## src/rtl/jtframe_cen_rst_seq.sv

```systemverilog
// Fractional N/M clock-enable generator with a lock-aware, staggered per-channel reset sequencer.
// Optional feature macro JTFRAME_CEN_HALF_EN adds cen_h, a half-rate enable on every second cen pulse.
module jtframe_cen_rst_seq #(
  parameter int CH         = 4,
  parameter int W          = 16,
  parameter int RST_CYCLES = 32
) (
  input  logic            clk,
  input  logic            rst,
  input  logic            pll_locked,
  input  logic            game_rst,
  input  logic [CH*W-1:0] num,
  input  logic [CH*W-1:0] den,
  output logic [CH-1:0]   cen,
`ifdef JTFRAME_CEN_HALF_EN
  output logic [CH-1:0]   cen_h,
`endif
  output logic [CH-1:0]   rst_ch,
  output logic            ready
);

  localparam int            CW       = $clog2(RST_CYCLES);
  localparam int            IW       = (CH > 1) ? $clog2(CH) : 1;
  localparam logic [CW-1:0] CNT_LAST = CW'(RST_CYCLES - 1);
  localparam logic [IW-1:0] IDX_LAST = IW'(CH - 1);

  typedef enum logic [1:0] {
    WAIT_LOCK,
    STRETCH,
    RELEASE,
    RUN
  } state_e;

  state_e        state_q, state_d;
  logic [CW-1:0] cnt_q, cnt_d;
  logic [IW-1:0] idx_q, idx_d;
  logic [CH-1:0] rst_ch_q, rst_ch_d;
  logic          lk_meta_q, lk_q;
  logic [CH-1:0] chan_clr;

  // pll_locked comes from another clock domain; two flops before anything looks at it.
  // NOTE: sequential state uses non-blocking assignments so every flop samples pre-edge values.
  always_ff @(posedge clk) begin
    if (rst) begin
      lk_meta_q <= 1'b0;
      lk_q      <= 1'b0;
    end else begin
      lk_meta_q <= pll_locked;
      lk_q      <= lk_meta_q;
    end
  end

  always_ff @(posedge clk) begin
    if (rst) begin
      state_q  <= WAIT_LOCK;
      cnt_q    <= '0;
      idx_q    <= '0;
      rst_ch_q <= '1;
    end else begin
      state_q  <= state_d;
      cnt_q    <= cnt_d;
      idx_q    <= idx_d;
      rst_ch_q <= rst_ch_d;
    end
  end

  // NOTE: every variable gets a default first, so no path can leave a latch behind.
  always_comb begin
    state_d  = state_q;
    cnt_d    = cnt_q;
    idx_d    = idx_q;
    rst_ch_d = rst_ch_q;
    if (!lk_q) begin
      // Losing lock overrides a simultaneous game_rst.
      state_d  = WAIT_LOCK;
      cnt_d    = '0;
      idx_d    = '0;
      rst_ch_d = '1;
    end else begin
      unique case (state_q)
        WAIT_LOCK: begin
          state_d  = STRETCH;
          cnt_d    = '0;
          rst_ch_d = '1;
        end
        STRETCH: begin
          rst_ch_d = '1;
          if (game_rst) begin
            cnt_d = '0;
          end else if (cnt_q == CNT_LAST) begin
            state_d = RELEASE;
            idx_d   = '0;
          end else begin
            cnt_d = cnt_q + CW'(1);
          end
        end
        RELEASE: begin
          if (game_rst) begin
            state_d  = STRETCH;
            cnt_d    = '0;
            rst_ch_d = '1;
          end else begin
            rst_ch_d[idx_q] = 1'b0;
            idx_d           = idx_q + IW'(1);
            if (idx_q == IDX_LAST) state_d = RUN;
          end
        end
        RUN: begin
          if (game_rst) begin
            state_d  = STRETCH;
            cnt_d    = '0;
            rst_ch_d = '1;
          end
        end
      endcase
    end
  end

  always_comb begin
    ready  = (state_q == RUN);
    rst_ch = rst_ch_q;
  end

  // A channel is held clear both while in reset and on the edge its reset asserts,
  // so cen drops together with rst_ch and counting begins the edge after release.
  assign chan_clr = rst_ch_q | rst_ch_d;

  for (genvar i = 0; i < CH; i++) begin : g_ch
    logic [W-1:0] nv, mv;
    logic [W:0]   acc_q, acc_d, sum;
    logic         cen_q, cen_d;

    assign nv  = num[i*W +: W];
    assign mv  = den[i*W +: W];
    // With acc < M and N < M the sum cannot overflow W+1 bits.
    assign sum = acc_q + {1'b0, nv};

    always_comb begin
      acc_d = '0;
      cen_d = 1'b0;
      if (chan_clr[i] || nv == '0 || mv == '0) begin
        acc_d = '0;
      end else if (nv >= mv) begin
        cen_d = 1'b1;
      end else if (acc_q >= {1'b0, mv}) begin
        // M lowered below the running phase: one catch-up pulse, then restart.
        cen_d = 1'b1;
      end else if (sum >= {1'b0, mv}) begin
        acc_d = sum - {1'b0, mv};
        cen_d = 1'b1;
      end else begin
        acc_d = sum;
      end
    end

    always_ff @(posedge clk) begin
      if (rst) begin
        acc_q <= '0;
        cen_q <= 1'b0;
      end else begin
        acc_q <= acc_d;
        cen_q <= cen_d;
      end
    end

    assign cen[i] = cen_q;

`ifdef JTFRAME_CEN_HALF_EN
    logic tog_q, cen_h_q;

    always_ff @(posedge clk) begin
      if (rst || chan_clr[i]) begin
        tog_q   <= 1'b0;
        cen_h_q <= 1'b0;
      end else begin
        cen_h_q <= cen_d & tog_q;
        if (cen_d) tog_q <= ~tog_q;
      end
    end

    assign cen_h[i] = cen_h_q;
`endif
  end

endmodule

```

## config.mk

```make
export PLATFORM = sky130hd
export DESIGN_NAME = jtframe_cen_rst_seq
export DESIGN_NICKNAME = d
export VERILOG_FILES = /design/src/rtl/jtframe_cen_rst_seq.sv
export SDC_FILE = /design/constraint.sdc
export NUM_CORES = 1
export LEC_CHECK = 0
export CORE_MARGIN = 3
export CORE_UTILIZATION = 53
export DETAILED_ROUTE_END_ITERATION = 6
export MAX_ROUTING_LAYER = met4
export PLACE_DENSITY_LB_ADDON = 0.2
export REMOVE_ABC_BUFFERS = 1
export SLEW_MARGIN = 20
export SYNTH_ARGS = -nofsm -noshare
export SYNTH_HDL_FRONTEND = slang
export SYNTH_SLANG_ARGS = --single-unit
```

## constraint.sdc

```tcl
create_clock -name clk -period 5.84 [get_ports clk]
set_clock_uncertainty 0.1 [all_clocks]
set_input_delay 1.752 -clock clk [delete_from_list [all_inputs] [get_ports clk]]
set_output_delay 1.752 -clock clk [all_outputs]
set_load 0.01 [all_outputs]
```

==> results of run 1 <==
[layout by cell type, fill, tap and decap left out, types with 8 or more instances in the layout]
| master | Yosys | layout |
|---|---|---|
| buf_4 | 4 | 124 |
| clkbuf_16 | 0 | 11 |
| nand3_1 | 31 | 29 |
| o21bai_1 | 15 | 15 |
| dfxtp_1 | 87 | 87 |
| xnor2_1 | 69 | 68 |
| and3_1 | 9 | 9 |
| mux2i_1 | 55 | 53 |
| a21oi_1 | 119 | 115 |
| fa_1 | 8 | 8 |
| or3_1 | 9 | 9 |
| nor2b_1 | 26 | 26 |
| a211oi_1 | 19 | 18 |
| ha_1 | 266 | 264 |
| a21o_1 | 64 | 64 |
| clkdlybuf4s50_1 | 0 | 136 |
| nand4_1 | 37 | 37 |
| a31oi_1 | 8 | 8 |
| nand2b_1 | 22 | 22 |
| inv_1 | 129 | 129 |
| nor3_1 | 28 | 25 |
| o21ai_0 | 70 | 66 |
| nor2_1 | 140 | 138 |
| a211o_1 | 8 | 8 |
| o211ai_1 | 21 | 21 |
| xor2_1 | 27 | 26 |
| nand2_1 | 78 | 78 |
| nor4_1 | 41 | 39 |
| o21a_1 | 21 | 21 |
[flip-flops by register name (all words and copies together) (netlist names)]
signal / count
state_q: 2
g_ch.cen_q: 4
lk_meta_q: 1
rst_ch: 4
cnt_q: 5
g_ch.acc_q: 68
lk_q: 1
idx_q: 2
[worst paths after layout]
check	start	to	cells past startpoint
worst min register to register	lk_meta_q$_SDFF_PP0_	lk_q$_SDFF_PP0_	1
worst min-delay path	lk_meta_q$_SDFF_PP0_	lk_q$_SDFF_PP0_	1
worst max register to register	g_ch[2].acc_q[0]$_SDFF_PP0_	g_ch[2].acc_q[11]$_SDFF_PP0_	17
worst max-delay path	num[4]	g_ch[0].acc_q[2]$_SDFF_PP0_	21
[worst register-to-register path: stages, from the launching register on]
cell	delay, ns
dfxtp_1	0.33
ha_2	0.19
fa_1	0.38
a211o_1	0.35
a2111oi_4	0.44
buf_4	0.19
o311ai_2	0.12
a31o_2	0.24
a21oi_2	0.15
xnor2_1	0.17
ha_1	0.31
a21o_1	0.18
a211oi_2	0.22
o21ai_1	0.12
or2_4	0.29
clkbuf_16	0.18
mux2i_1	0.16
nor2_1	0.05
[cell families (layout without fill, tap and decap cells)]
group / Yosys count / after routing
adder cells (fa/ha/maj): 274 / 274
multiplexers: 57 / 57
AO/OA/AOI/OAI: 414 / 414
flip-flops: 87 / 87
XOR/XNOR: 96 / 96
AND/OR/NAND/NOR: 459 / 459
buffers and inverters: 157 / 414
[synth_stat cells (7+ instances only)]
master	count
a31oi_1	8
nor3_1	28
fa_1	8
a211oi_1	19
ha_1	266
o211ai_1	21
nor2_1	140
or2_2	7
clkbuf_1	17
o21ai_0	70
o31ai_1	7
xnor2_1	69
nand2_1	78
o21bai_1	15
nand2b_1	22
and2_1	7
or3_1	9
a211o_1	8
dfxtp_1	87
nor4_1	41
and3_1	9
xor2_1	27
a21oi_1	119
nand4_1	37
a21o_1	64
nor2b_1	26
mux2i_1	55
inv_1	129
o21a_1	21
nand3_1	31
[routing by layer]
metal	vias to the layer above	routed length, µm	global-route usage, %
met1	5729	16400	36.4
met2	355	16700	45.8
li1	6197	-	-
met3	103	1730	3.02
met5	-	0	-
met4	0	1270	11.5
[through the flow]
stage          TNS (ns)  std cells  power [mW]  area, µm²
2_1_floorplan    -26.28       1516        1.15      12200
3_3_place_gp      -5.13       2086        1.47      14900
3_5_place_dp     -10.65       2086        1.48      14900
4_1_cts               0       2102        2.05      15200
5_1_grt           -2.05       2114        2.21      15500
6_report              0       2114        2.09      15500
[final cells by class]
class / count / area [µm²]
repair buffers: 269 / 2450
clock buffers: 13 / 250
multi-input cells: 1300 / 10100
flip-flops and latches: 87 / 1740
inverters: 129 / 484
well taps: 313 / 392
fillers: 1922 / 7310
clock inverters: 3 / 18.8
[report_power, final]
part / switching, mW / internal (mW)
sequential: 0.000397 / 0.594
combinational: 0.470 / 0.461
clock: 0.261 / 0.301
[repair_timing]
action / 4_1_cts / 5_1_grt
setup endpoints to repair: 0 / 52
setup buffers: 0 / 10
resized for setup: 0 / 42
==> results.cfg, run 1 <==
[yosys]
syn_area_um2 = 12300
synth_edf_count = 0
yosys.area.top_type = ha_1
synth-compound-area-share_pct = 22.3
synth-simple-area-share_pct = 18.7
synth-main-ff-cell = dfxtp_1
synth.top_cell.area_share_pct = 27.0
synth_cell_types = 81
synthArstFlopShare_pct = 0
synth_top_family_by_area = adder cells
muxShareOfSynthArea_pct = 4.64
netlist_instances = 1544
synthTopCellsByArea = ha_1, dfxtp_1, xnor2_1
ys_warn_count = 0
syn_area_per_cell_um2 = 8.00
synth_fa_ha_area_share_pct = 28.3
synth_seq_cells = 87
synth_xor_xnor_area_share_pct = 6.81
synth-seq-area-share_pct = 14.1

[floorplan]
row_count = 55
io_pins = 141
fp.dieH_um = 159
core-area_um2 = 22800
dieArea_um2 = 25200
initial_core_util_pct = 54.2
die_w_um = 159

[clocking]
cts_sinks = 87
cts_root_buf = clkbuf_16
cts_made_buffers = 9
cts_tree = built
h-tree-depth = 3
clockBufferDepth = 2
holdBufCountCts = 0
clk_pin_slew_ns = 0.07
clk_latency_ns = 0.35

[layout]
antenna_cells = 0
drive_above_1_share_pct = 11.2
synthToLayoutAreaGrowth_pct = 25.3
nets = 2202
fin_util_pct = 67.9

[placement]
gp_congestion = 1.00
dp_hpwl_mm = 29.7
port-buffer-count = 140
post-place-ws_ns = -0.289

[critical_path]
arrival_ns = 5.86
crit_chain = clkdlybuf4s50_1 -> ha_1 -> o21a_1 -> nor2_1 -> inv_1 -> a2111oi_2 -> buf_4 -> o31ai_1 -> a21oi_1 -> xnor2_1 -> ha_1 -> a21oi_2 -> buf_4 -> nand2_1 -> o21ba_2 -> a22o_1 -> nor4_4 -> buf_4 -> clkbuf_16 -> mux2i_1 -> nor2_1
worst_setup_path_start_kind = input pin
critPathMaxFanout = 9
r2r_setup_slack_ns = 1.56
path_common_cell = buf_4
worstSetupPathType = in -> reg
path_buf_inv = 6
crit_path_end_kind = flip-flop
worstPathRequired_ns = 5.97
critPathSlowestCell = clkdlybuf4s50_1
cp_top_family = compound AO/OA/AOI/OAI gates
cp_slowest_stage_delay_ns = 0.45

[global_route]
grt_pass1_vias = 11900
grt.overflow.total = 0
groute.usage.overall_pct = 28.4
grt_pass1_wl_mm = 56.6
antenna_found_initial = 0
grt_max_degree = 20

[routing]
wl_mm = 36.1
drt_iter0_markers = 701
drt-wirelength-per-cell_um = 17.1
ant_nets = 0
drcViolationCount = 0
vias = 12400
first_pass_iters = 5
viasPerCell = 5.86

[run]
drv_cap = 0

[timing]
hold_viol_final = 0
worst_slew_pin_slew_ns = 0.813
period_share_pct = 98.2
post-route-worst-setup-slack_ns = 0.106
fin_hold_ws_ns = 0.345
fin_crit_ns = 5.73
slew_headroom_pct = 45.3
fmax_mhz = 174
slew_viol_final = 0
finalSetupViolations = 0

[power]
power.density_nw_per_um2 = 135
p_leak_nw = 7.56
ir_worst_vdd_mv = 0.133

[hold_path]
worst_hold_path_type = reg -> reg

[run_status]
outcome = finished clean
(Power assumes the default switching activity.)
==> run 2: changes to the inputs <==
--- a/config.mk
+++ b/config.mk
@@ -5,7 +5,7 @@
 export SDC_FILE = /design/constraint.sdc
 export NUM_CORES = 1
 export LEC_CHECK = 0
-export CORE_MARGIN = 3
+export CORE_MARGIN = 2
 export CORE_UTILIZATION = 53
 export DETAILED_ROUTE_END_ITERATION = 6
 export MAX_ROUTING_LAYER = met4
==> run 2 against run 1 <==
Clock power grew 22%. Non-clock buffer count grew 14. Power up 6.0%. Critical path depth unchanged. Die area is 2.5% lower. Sequential share of layout area down 0.15 points. Wire length grew 0.14%. Worst setup slack better by 0.058 ns. Register-to-register slack got worse by 0.04 ns. Cell count grew 0.66%.
==> results.cfg, run 2 (synthesized netlist as in run 1, its figures left out) <==
[power]
p_sw_share_pct = 33.6
seq_power_share_pct = 26.9
net-switching-power_mw = 0.742
ir_worst_vdd_mv = 0.117
p_int_mw = 1.47
p_leak_nw = 7.67
power.density_nw_per_um2 = 141
power_frac_comb_pct = 42.2
p_clk_share_pct = 30.9

[placement]
dp_hpwl_mm = 29.7
gp_congestion = 0.988
placed_area_um2 = 15100
port-buffer-count = 140

[clocking]
clk_latency_ns = 0.36
h-tree-depth = 3
cts_root_buf = clkbuf_16
cts_tree = built
clockBufferDepth = 2
cts_sinks = 87
clk_pin_slew_ns = 0.07
cts_made_buffers = 9
holdBufCountCts = 0

[routing]
drt_iter0_markers = 730
first_pass_iters = 5
ant_nets = 0
wl_mm = 36.2
vias = 12400
drcViolationCount = 0
viasPerCell = 5.84
drt-wirelength-per-cell_um = 17.0

[floorplan]
core-area_um2 = 22800
initial_core_util_pct = 54.2
die_w_um = 157
io_pins = 141
dieArea_um2 = 24500
row_count = 55
fp.dieH_um = 157

[layout]
synthToLayoutAreaGrowth_pct = 27.0
fin_util_pct = 68.8
layout.cells.most_common = ha_1
regMostFlops = g_ch.acc_q
drive_above_1_share_pct = 12.0
layout_common_cells = ha_1, nor2_1, buf_4
reg.largest.list = g_ch.acc_q (68), cnt_q (5)
largest_reg_flops = 68
final_area_um2 = 15700
antenna_cells = 0
nets = 2216

[run_status]
outcome = finished clean

[hold_path]
hp-start = lk_meta_q$_SDFF_PP0_
worst_hold_path_type = reg -> reg

[critical_path]
critPathMaxFanout = 9
critPathSlowestCell = clkdlybuf4s50_1
arrival_ns = 5.80
cp_slowest_stage_delay_ns = 0.43
worstSetupPathType = in -> reg
crit_chain = clkdlybuf4s50_1 -> ha_1 -> o21a_1 -> nor2_2 -> inv_1 -> a2111oi_4 -> buf_4 -> o31ai_1 -> a21oi_1 -> xnor2_1 -> ha_1 -> a21oi_2 -> nand2_1 -> a21oi_1 -> o21ba_2 -> a22o_1 -> nor4_4 -> buf_4 -> clkbuf_16 -> mux2i_1 -> nor2_1
worstPathRequired_ns = 5.97
r2r_start = g_ch[0].acc_q[0]$_SDFF_PP0_
path_buf_inv = 5
worst_setup_path_start_kind = input pin
cp_top_family = compound AO/OA/AOI/OAI gates
crit_path_end_kind = flip-flop
startpoint = num[4]

[timing]
period_share_pct = 97.2
slew_viol_final = 0
fmax_mhz = 176
slew_headroom_pct = 47.1
hold_viol_final = 0
fin_hold_ws_ns = 0.353
rsz0062_at_grt = true
worst_slew_pin_slew_ns = 0.787
setup_tns_ns = 0
fin_crit_ns = 5.68
finalSetupViolations = 0

[run]
drv_cap = 0

[global_route]
grt_pass1_vias = 12100
grt_pass1_wl_mm = 57.3
grt_max_degree = 20
antenna_found_initial = 0
groute.usage.overall_pct = 29.5
grt.overflow.total = 0
-- run 2: final cells by class --
| type | instances | area (µm²) |
|---|---|---|
| repair buffers | 283 | 2570 |
| inverters | 129 | 484 |
| fillers | 1880 | 7100 |
| well taps | 313 | 392 |
| multi-input cells | 1300 | 10100 |
| clock buffers | 12 | 267 |
| clock inverters | 4 | 76.3 |
| flip-flops and latches | 87 | 1740 |
-- run 2: worst paths after layout --
path / endpoint / slack [ns] / cells past startpoint
hold / removal: lk_q$_SDFF_PP0_ / 0.35 / 1
setup / recovery: g_ch[0].acc_q[11]$_SDFF_PP0_ / 0.16 / 21
setup reg to reg: g_ch[0].acc_q[11]$_SDFF_PP0_ / 1.52 / 18
hold reg to reg: lk_q$_SDFF_PP0_ / 0.35 / 1
-- run 2: worst register-to-register path, cell delays in order, from the launching register on --
cell,delay [ns]
dfxtp_1,0.32
ha_2,0.18
fa_1,0.39
a21o_1,0.19
a21oi_2,0.15
buf_4,0.13
o21ai_0,0.11
xor2_1,0.26
ha_1,0.30
and4_1,0.21
a21boi_0,0.14
o31a_1,0.37
o21ba_2,0.24
a22o_1,0.22
nor4_4,0.27
buf_4,0.19
clkbuf_16,0.17
mux2i_1,0.20
nor2_1,0.06
-- run 2: stage by stage --
step,power [mW],std cells,worst slack (ns)
2_1_floorplan,1.15,1516,-1.56
3_3_place_gp,1.47,2104,-0.176
3_5_place_dp,1.49,2104,-0.317
4_1_cts,2.18,2120,0.0291
5_1_grt,2.33,2128,-0.0387
6_report,2.21,2128,0.163
-- run 2: power groups by stage --
| stage | Clock (mW) | Sequential, mW | Combinational, mW |
|---|---|---|---|
| 3_3_place_gp | 0 | 0.608 | 0.864 |
| 4_1_cts | 0.697 | 0.594 | 0.893 |
| 2_1_floorplan | 0 | 0.608 | 0.546 |
| 5_1_grt | 0.717 | 0.594 | 1.02 |
| 6_report | 0.684 | 0.594 | 0.933 |
| 3_5_place_dp | 0 | 0.608 | 0.884 |
-- run 2: metal layers --
layer  GRT usage [%]  wire [µm]  up-vias
met4            8.61        818        0
met3            2.35       1520       66
li1                -          -     6228
met1            37.5      16700     5804
met5               -          0        -
met2            50.1      17200      337
-- run 2: timing repair --
item	CTS	global route
endpoints found under the setup margin	0	67
hold endpoints to repair	0	0
buffers inserted	0	6
resized for setup	0	43
==> run 3: changes to the inputs <==
--- a/config.mk
+++ b/config.mk
@@ -7,6 +7,7 @@
 export LEC_CHECK = 0
 export CORE_MARGIN = 2
 export CORE_UTILIZATION = 53
+export CTS_CLUSTER_DIAMETER = 120
 export DETAILED_ROUTE_END_ITERATION = 6
 export MAX_ROUTING_LAYER = met4
 export PLACE_DENSITY_LB_ADDON = 0.2
==> results of run 3 <==
Final layout, timing and power as in run 2 (identical DEF).
